[config.mk]
export PLATFORM = sky130hd
export DESIGN_NAME = flashmem_controller_flat
export DESIGN_NICKNAME = d
export VERILOG_FILES = /design/src/rtl/flashmem_controller_if.sv /design/src/rtl/flashmem_controller.sv /design/src/flat_wrapper.sv
export SDC_FILE = /design/constraint.sdc
export NUM_CORES = 1
export LEC_CHECK = 0
export BUFFER_PORTS_ARGS = -buffer_cell sky130_fd_sc_hd__buf_2
export CAP_MARGIN = 5
export CORE_MARGIN = 2
export CORE_UTILIZATION = 54
export CTS_CLUSTER_DIAMETER = 40
export CTS_CLUSTER_SIZE = 25
export DETAILED_ROUTE_END_ITERATION = 8
export PLACE_DENSITY = 0.81
export SYNTH_ARGS = -nofsm -noshare
export SYNTH_HDL_FRONTEND = slang
export SYNTH_SLANG_ARGS = --single-unit
[constraint.sdc]
create_clock -name wb_clk_i -period 2.7 [get_ports wb_clk_i]
set_clock_uncertainty 0.15 [all_clocks]
set_input_delay 0.135 -clock wb_clk_i [delete_from_list [all_inputs] [get_ports wb_clk_i]]
set_output_delay 0.135 -clock wb_clk_i [all_outputs]
set_load 0.05 [all_outputs]
[src/rtl/flashmem_controller_if.sv]
// Bus bundle between the Wishbone interconnect, the flash sequencer and the
// flashmem wrapper command port.
interface flashmem_controller_if;
    logic        wb_cyc_i;
    logic        wb_stb_i;
    logic        wb_we_i;
    logic [1:0]  wb_adr_i;
    logic [15:0] wb_dat_i;
    logic [15:0] wb_dat_o;
    logic        wb_ack_o;
    logic [16:0] fm_addr;
    logic [15:0] fm_wd;
    logic        fm_ren;
    logic        fm_wen;
    logic        fm_program;
    logic        fm_pagestatus;
    logic [31:0] fm_rd;
    logic        fm_busy;
    logic [1:0]  fm_status;

    // Controller side: serves the Wishbone bus, drives the flash commands.
    modport slave (
        input  wb_cyc_i, wb_stb_i, wb_we_i, wb_adr_i, wb_dat_i,
        output wb_dat_o, wb_ack_o,
        output fm_addr, fm_wd, fm_ren, fm_wen, fm_program, fm_pagestatus,
        input  fm_rd, fm_busy, fm_status
    );

    // Environment side: Wishbone master plus flashmem wrapper.
    modport master (
        output wb_cyc_i, wb_stb_i, wb_we_i, wb_adr_i, wb_dat_i,
        input  wb_dat_o, wb_ack_o,
        input  fm_addr, fm_wd, fm_ren, fm_wen, fm_program, fm_pagestatus,
        output fm_rd, fm_busy, fm_status
    );
endinterface

[src/rtl/flashmem_controller.sv]
// Wishbone register front-end that sequences single flashmem read, write and
// program commands, honours FM_BUSY, auto-increments the word address and
// guards every flash wait with a watchdog.
module flashmem_controller #(
    parameter int TIMEOUT_W = 20,
    parameter int AUTO_INC  = 1
) (
    input  logic                 wb_clk_i,
    input  logic                 wb_rst_ni,
    flashmem_controller_if.slave bus
);
    localparam logic [1:0] S_IDLE    = 2'd0;
    localparam logic [1:0] S_CMD     = 2'd1;
    localparam logic [1:0] S_WAIT_HI = 2'd2;
    localparam logic [1:0] S_WAIT_LO = 2'd3;

    localparam logic [1:0] R_ADDR_HI = 2'd0;
    localparam logic [1:0] R_ADDR_LO = 2'd1;
    localparam logic [1:0] R_DATA    = 2'd2;
    localparam logic [1:0] R_CTRL    = 2'd3;

    localparam logic [1:0] OP_READ   = 2'd0;
    localparam logic [1:0] OP_WRITE  = 2'd1;
    localparam logic [1:0] OP_PROG   = 2'd2;

    localparam logic [15:0] TIMEOUT_DATA = 16'hDEAD;

    logic [1:0]           state;
    logic [1:0]           op_q;
    logic [16:0]          addr_q;
    logic [15:0]          wd_q;
    logic [15:0]          dat_q;
    logic                 ren_q;
    logic                 wen_q;
    logic                 prog_q;
    logic                 ack_q;
    logic                 err_q;
    logic [1:0]           stat_q;
    logic [TIMEOUT_W-1:0] to_cnt;
    logic [1:0]           hi_cnt;

    logic req;
    logic is_data;
    logic is_prog;
    logic is_stat_rd;
    logic waiting;
    logic done;
    logic tmo;
    logic unused_rd_hi;

    // STAT register image: busy, sticky error and last flash status.
    function automatic logic [15:0] stat_word(input logic busy, input logic err,
                                              input logic [1:0] stat);
        return {12'h000, stat, err, busy};
    endfunction

    // A new request is ignored in the ack cycle so the bus has time to drop stb.
    assign req        = bus.wb_cyc_i & bus.wb_stb_i & ~ack_q;
    assign is_data    = (bus.wb_adr_i == R_DATA);
    assign is_prog    = (bus.wb_adr_i == R_CTRL) & bus.wb_we_i & bus.wb_dat_i[0];
    assign is_stat_rd = (bus.wb_adr_i == R_CTRL) & ~bus.wb_we_i;
    assign waiting    = (state == S_WAIT_HI) | (state == S_WAIT_LO);
    assign done       = (state == S_WAIT_LO) & ~bus.fm_busy;
    assign tmo        = waiting & ~done & (to_cnt == '1);

    assign unused_rd_hi = ^bus.fm_rd[31:16];

    assign bus.wb_dat_o      = dat_q;
    assign bus.wb_ack_o      = ack_q;
    assign bus.fm_addr       = addr_q;
    assign bus.fm_wd         = wd_q;
    assign bus.fm_ren        = ren_q;
    assign bus.fm_wen        = wen_q;
    assign bus.fm_program    = prog_q;
    assign bus.fm_pagestatus = 1'b0;

    // Command sequencer, register file, watchdog and bus acknowledge.
    always_ff @(posedge wb_clk_i) begin
        if (!wb_rst_ni) begin
            state  <= S_IDLE;
            op_q   <= OP_READ;
            addr_q <= '0;
            wd_q   <= '0;
            dat_q  <= '0;
            ren_q  <= 1'b0;
            wen_q  <= 1'b0;
            prog_q <= 1'b0;
            ack_q  <= 1'b0;
            err_q  <= 1'b0;
            stat_q <= '0;
            to_cnt <= '0;
            hi_cnt <= '0;
        end else begin
            ack_q  <= 1'b0;
            ren_q  <= 1'b0;
            wen_q  <= 1'b0;
            prog_q <= 1'b0;
            case (state)
                S_IDLE: begin
                    if (req) begin
                        if (is_data || is_prog) begin
                            // Flash commands wait here until the wrapper is free.
                            if (!bus.fm_busy) begin
                                state  <= S_CMD;
                                op_q   <= is_prog ? OP_PROG : (bus.wb_we_i ? OP_WRITE : OP_READ);
                                ren_q  <= is_data & ~bus.wb_we_i;
                                wen_q  <= is_data & bus.wb_we_i;
                                prog_q <= is_prog;
                                to_cnt <= '0;
                                hi_cnt <= '0;
                                if (is_data && bus.wb_we_i) begin
                                    wd_q <= bus.wb_dat_i;
                                end
                                // Clear-before-program: a fault in this program re-arms err.
                                if (is_prog && bus.wb_dat_i[1]) begin
                                    err_q <= 1'b0;
                                end
                            end
                        end else begin
                            ack_q <= 1'b1;
                            case (bus.wb_adr_i)
                                R_ADDR_HI: begin
                                    if (bus.wb_we_i) addr_q[16] <= bus.wb_dat_i[0];
                                    else             dat_q <= {15'h0000, addr_q[16]};
                                end
                                R_ADDR_LO: begin
                                    if (bus.wb_we_i) addr_q[15:0] <= bus.wb_dat_i;
                                    else             dat_q <= addr_q[15:0];
                                end
                                default: begin
                                    if (bus.wb_we_i) begin
                                        if (bus.wb_dat_i[1]) err_q <= 1'b0;
                                    end else begin
                                        dat_q <= stat_word(1'b0, err_q, stat_q);
                                    end
                                end
                            endcase
                        end
                    end
                end
                S_CMD: begin
                    state <= S_WAIT_HI;
                    // Programs are acknowledged early; software polls STAT.busy.
                    if (op_q == OP_PROG) begin
                        ack_q <= 1'b1;
                    end
                end
                default: begin
                    to_cnt <= to_cnt + 1'b1;
                    // Only STAT reads are served while a command is in flight.
                    if (req && is_stat_rd) begin
                        ack_q <= 1'b1;
                        dat_q <= stat_word(1'b1, err_q, stat_q);
                    end
                    if (tmo) begin
                        state  <= S_IDLE;
                        err_q  <= 1'b1;
                        stat_q <= 2'b11;
                        if (op_q != OP_PROG) begin
                            ack_q <= 1'b1;
                            dat_q <= TIMEOUT_DATA;
                        end
                    end else if (done) begin
                        state  <= S_IDLE;
                        stat_q <= bus.fm_status;
                        if (bus.fm_status != 2'b00) err_q <= 1'b1;
                        if (op_q == OP_READ) dat_q <= bus.fm_rd[15:0];
                        if (op_q != OP_PROG) begin
                            ack_q <= 1'b1;
                            if (AUTO_INC != 0) addr_q <= addr_q + 17'd1;
                        end
                    end else if (state == S_WAIT_HI) begin
                        // Busy may never be seen for a zero-latency operation.
                        if (bus.fm_busy || hi_cnt == 2'd3) state <= S_WAIT_LO;
                        else                               hi_cnt <= hi_cnt + 2'd1;
                    end
                end
            endcase
        end
    end
endmodule
[src/flat_wrapper.sv]
// flat-port wrapper written by rule: the top's interface ports become plain ports
module flashmem_controller_flat 
#(
    parameter int TIMEOUT_W = 20,
    parameter int AUTO_INC  = 1
)
  (wb_clk_i, wb_rst_ni, bus_wb_cyc_i, bus_wb_stb_i, bus_wb_we_i, bus_wb_adr_i, bus_wb_dat_i, bus_wb_dat_o, bus_wb_ack_o, bus_fm_addr, bus_fm_wd, bus_fm_ren, bus_fm_wen, bus_fm_program, bus_fm_pagestatus, bus_fm_rd, bus_fm_busy, bus_fm_status);
  flashmem_controller_if bus_i ();
  input  logic wb_clk_i;
  input  logic wb_rst_ni;
  input wire logic [$bits(bus_i.wb_cyc_i)-1:0] bus_wb_cyc_i;
  input wire logic [$bits(bus_i.wb_stb_i)-1:0] bus_wb_stb_i;
  input wire logic [$bits(bus_i.wb_we_i)-1:0] bus_wb_we_i;
  input wire logic [$bits(bus_i.wb_adr_i)-1:0] bus_wb_adr_i;
  input wire logic [$bits(bus_i.wb_dat_i)-1:0] bus_wb_dat_i;
  output wire logic [$bits(bus_i.wb_dat_o)-1:0] bus_wb_dat_o;
  output wire logic [$bits(bus_i.wb_ack_o)-1:0] bus_wb_ack_o;
  output wire logic [$bits(bus_i.fm_addr)-1:0] bus_fm_addr;
  output wire logic [$bits(bus_i.fm_wd)-1:0] bus_fm_wd;
  output wire logic [$bits(bus_i.fm_ren)-1:0] bus_fm_ren;
  output wire logic [$bits(bus_i.fm_wen)-1:0] bus_fm_wen;
  output wire logic [$bits(bus_i.fm_program)-1:0] bus_fm_program;
  output wire logic [$bits(bus_i.fm_pagestatus)-1:0] bus_fm_pagestatus;
  input wire logic [$bits(bus_i.fm_rd)-1:0] bus_fm_rd;
  input wire logic [$bits(bus_i.fm_busy)-1:0] bus_fm_busy;
  input wire logic [$bits(bus_i.fm_status)-1:0] bus_fm_status;
  assign bus_i.wb_cyc_i = bus_wb_cyc_i;
  assign bus_i.wb_stb_i = bus_wb_stb_i;
  assign bus_i.wb_we_i = bus_wb_we_i;
  assign bus_i.wb_adr_i = bus_wb_adr_i;
  assign bus_i.wb_dat_i = bus_wb_dat_i;
  assign bus_wb_dat_o = bus_i.wb_dat_o;
  assign bus_wb_ack_o = bus_i.wb_ack_o;
  assign bus_fm_addr = bus_i.fm_addr;
  assign bus_fm_wd = bus_i.fm_wd;
  assign bus_fm_ren = bus_i.fm_ren;
  assign bus_fm_wen = bus_i.fm_wen;
  assign bus_fm_program = bus_i.fm_program;
  assign bus_fm_pagestatus = bus_i.fm_pagestatus;
  assign bus_i.fm_rd = bus_fm_rd;
  assign bus_i.fm_busy = bus_fm_busy;
  assign bus_i.fm_status = bus_fm_status;
  flashmem_controller #(.TIMEOUT_W(TIMEOUT_W), .AUTO_INC(AUTO_INC)) u_core (.wb_clk_i(wb_clk_i), .wb_rst_ni(wb_rst_ni), .bus(bus_i));
endmodule
==> flow_summary.toml <==
[hold_path]
worstHoldStart = "bus_fm_rd[12]"
hold_class = "in -> reg"
min_path_cells = 4
min_to = "u_core.bus.wb_dat_o[12]$_SDFFE_PN0P_"

[route]
vias = 4650
drc_errors = 0
drtIter0Drc = 321
wl_met2_um = 6222
vias_per_cell = 6.167
top_layer = "met4"
ant_nets = 0
met3_length_um = 905
first_pass_iters = 5
drt-met1-wl_um = 5376
finalWirelength_um = 12840
post_drt_wl_per_cell_um = 17.03

[setup_path]
reg2reg_setup_slack_ns = 0.36
cp.arrival_ns = 2.47
critPathCaptureType = "flop"
critPathKind = "reg -> reg"
critPathLaunchType = "flop"
path_max_fanout = 11
rr_endpoint = "u_core.bus.wb_dat_o[0]$_SDFFE_PN0P_"
required_ns = 2.83
worstRegToRegCells = 5
reg2reg_from = "u_core.state[0]$_SDFFE_PN0P_"

[layout]
n_fill_cell = 678
seq_area_um2 = 1642
diodes = 0
nets = 705
drive_gt1_share_pct = 23.11
fin_area_um2 = 5400
multi_input_area_um2 = 2614
area_growth_pct = 21.03

[power]
p_clk_share_pct = 36.5
vdd_ir_drop_max_uv = 338.4
comb_power_share_pct = 12.6
power.switching_w = 0.0006871
seq_power_share_pct = 50.9
netSwitchingFraction_pct = 28.06
p_leak_nw = 2.193
p_per_area_nw_per_um2 = 453.5
intPower_w = 0.001762

[placed_design]
hpwl_um = 9003
io_buffers = 94
postPlaceCellArea_um2 = 4996
gp_congestion = 0.8886

[floorplan]
die_width_um = 94.90
start_util_pct = 55.13
coreArea_um2 = 8093
die_area_um2 = 9006
row_count = 33
ios = 112
die_y_um = 94.90

[clocking]
clk_pin_slew_worst_paths_ns = 0.09
clkSinkCount = 82
clk_latency_ns = 0.36
clockRootBuffer = "clkbuf_8"
cts_buffer_depth = 2
post-cts-setup-buffers = 0
tritoncts = "yes"
cts_buffers = 9
htree_num_levels = 3

[sta]
final.period_utilization_pct = 86.72
slew_headroom_pct = 54.44
setup_viol = 0
fin_crit_ns = 2.341
worst_pin_slew_ns = 0.6808
final_hold_viol_count = 0
rsz0062_at_grt = "no"
drv_slew = 0
fmax_mhz = 427.1
finalSetupTns_ns = 0

[yosys]
syn_area_um2 = 4462
synth_top_cell_area_share_pct = 36.79
synthArstFlopShare_pct = 0
ys_seq_area_share_pct = 36.79
netlist_top_cells_area = "dfxtp_1 (37%), a21oi_1 (5.5%), nor2_1 (4.8%)"
synthCells = 539
synth.distinct_cells = 77
synth_fp_nets = 600
postSynthAreaPerCell_um2 = 8.278
ys_seq_elements = 82
synth_most_common_cell = "dfxtp_1"
synthTopCellsByCount = "dfxtp_1 (82), nor2_1 (57), nand2_1 (55)"
synth_edf_count = 0
ys_warn_count = 0
synth_top_area_cell = "dfxtp_1"
ys.flop_type = "dfxtp_1"

[global_route]
grt_pass1_vias = 4435
grt_pass1_wl_um = 20670
grt_use_total_pct = 28.94
gr-total-overflow = 0
grt_max_degree = 37
antenna_found_initial = 0

[outcome]
status = "finished clean"

[job]
drv_cap = 0
==> worst max-delay path, cell delays in order, from the launching register on <==
cell and delay (ns):
dfxtp_1 0.67, nand3b_2 0.26, or3_1 0.54, a31oi_1 0.22, a21bo_1 0.22, a221oi_2 0.19
==> power groups by stage <==
stage	registers, W	logic, W	clock network (W)
after global placement	0.00127	0.000274	0
after CTS	0.00124	0.000305	0.000900
final	0.00125	0.000309	0.000894
after global routing	0.00125	0.000332	0.000944
after floorplan	0.00133	0.000135	0
after detailed placement	0.00127	0.000280	0
==> state kept, by name, indices dropped and copies added, names as in the netlist <==
name	cells
u_core.to_cnt	20
u_core.bus.fm_addr	17
u_core.stat_q	2
u_core.bus.wb_ack_o	1
u_core.state	2
u_core.bus.fm_wen	1
u_core.bus.wb_dat_o	16
u_core.op_q	2
u_core.err_q	1
u_core.hi_cnt	2
u_core.bus.fm_ren	1
u_core.bus.fm_program	1
u_core.bus.fm_wd	16
==> cells by family after synthesis <==
logic type	after synthesis	synth area share [%]
compound gates	154	23.05
xor+xnor	16	3.141
fa+ha+maj	3	0.8414
buf+inv	42	4.627
flops	82	36.79
mux	20	4.515
other cells	1	0.08405
simple gates	221	26.95
==> stage by stage <==
step                      setup slack, ns  total power, W  utilization (%)  cells  hold WS [ns]
after CTS                          0.3672        0.002449            66.73    754       0.03892
after global routing               0.2075        0.002523            66.73    754       0.07215
after global placement             0.4442        0.001545            61.73    717        0.2399
after floorplan                    0.5144        0.001463                -    539        0.1249
after detailed placement           0.3856        0.001553            61.73    717        0.2525
final                              0.3586        0.002449            66.73    754       0.05543
==> per-layer routing <==
metal / track usage, % / up-vias
li1: - / 2196
met1: 37.48 / 2192
met2: 47.52 / 230
met3: 5.028 / 32
met4: 12.20 / 0
met5: 0 / -
==> final cells by class <==
class	count	area share, %
clock inverter	7	1.297
clock buffer	9	2.294
sequential	82	30.40
timing repair buffer	131	14.83
inverter	5	0.3475
multi-input combinational	415	48.40
tap	105	2.433
==> repair_timing <==
action | in CTS | in global routing
resized for setup | 0 | 0
endpoints found under the setup margin | 0 | 0
hold buffers | 21 | 0
endpoints found under the hold margin | 29 | 0
==> how the worst max path moves through the flow <==
stage,from,end
after global placement,u_core.state[0]$_SDFFE_PN0P_,u_core.bus.fm_addr[13]$_SDFFE_PN0P_
after detailed placement,u_core.state[0]$_SDFFE_PN0P_,u_core.bus.wb_dat_o[13]$_SDFFE_PN0P_
final,u_core.state[0]$_SDFFE_PN0P_,u_core.bus.wb_dat_o[0]$_SDFFE_PN0P_
after CTS,u_core.state[0]$_SDFFE_PN0P_,u_core.bus.wb_dat_o[0]$_SDFFE_PN0P_
after floorplan,u_core.bus.fm_addr[0]$_SDFFE_PN0P_,u_core.bus.fm_addr[16]$_SDFFE_PN0P_
after global routing,u_core.state[0]$_SDFFE_PN0P_,u_core.bus.wb_dat_o[0]$_SDFFE_PN0P_
==> cell usage in the layout, fill, tap and decap left out, types with 3 or more instances in the layout <==
cell,Yosys,final
a21o_1,8,8
a21oi_1,49,49
a22o_1,3,3
a22oi_1,3,3
a31o_2,4,4
a31oi_1,6,6
and2_1,6,6
and3_1,14,14
and4_1,4,4
buf_2,9,94
buf_4,5,16
clkbuf_8,0,9
clkinv_2,0,3
dfxtp_1,82,82
dlygate4sd3_1,0,21
ha_1,3,3
inv_1,4,4
mux2i_1,19,19
nand2_1,55,55
nand3_1,20,20
nand4_1,17,17
nor2_1,57,57
nor2b_1,4,4
nor3_1,11,11
o211ai_1,3,3
o21a_1,3,3
o21ai_0,33,33
o21ai_1,3,3
o311a_1,4,4
o31ai_1,9,9
or3_1,7,7
xnor2_1,6,6
xor2_1,10,10
No activity file was read; power rests on OpenSTA's default activity.
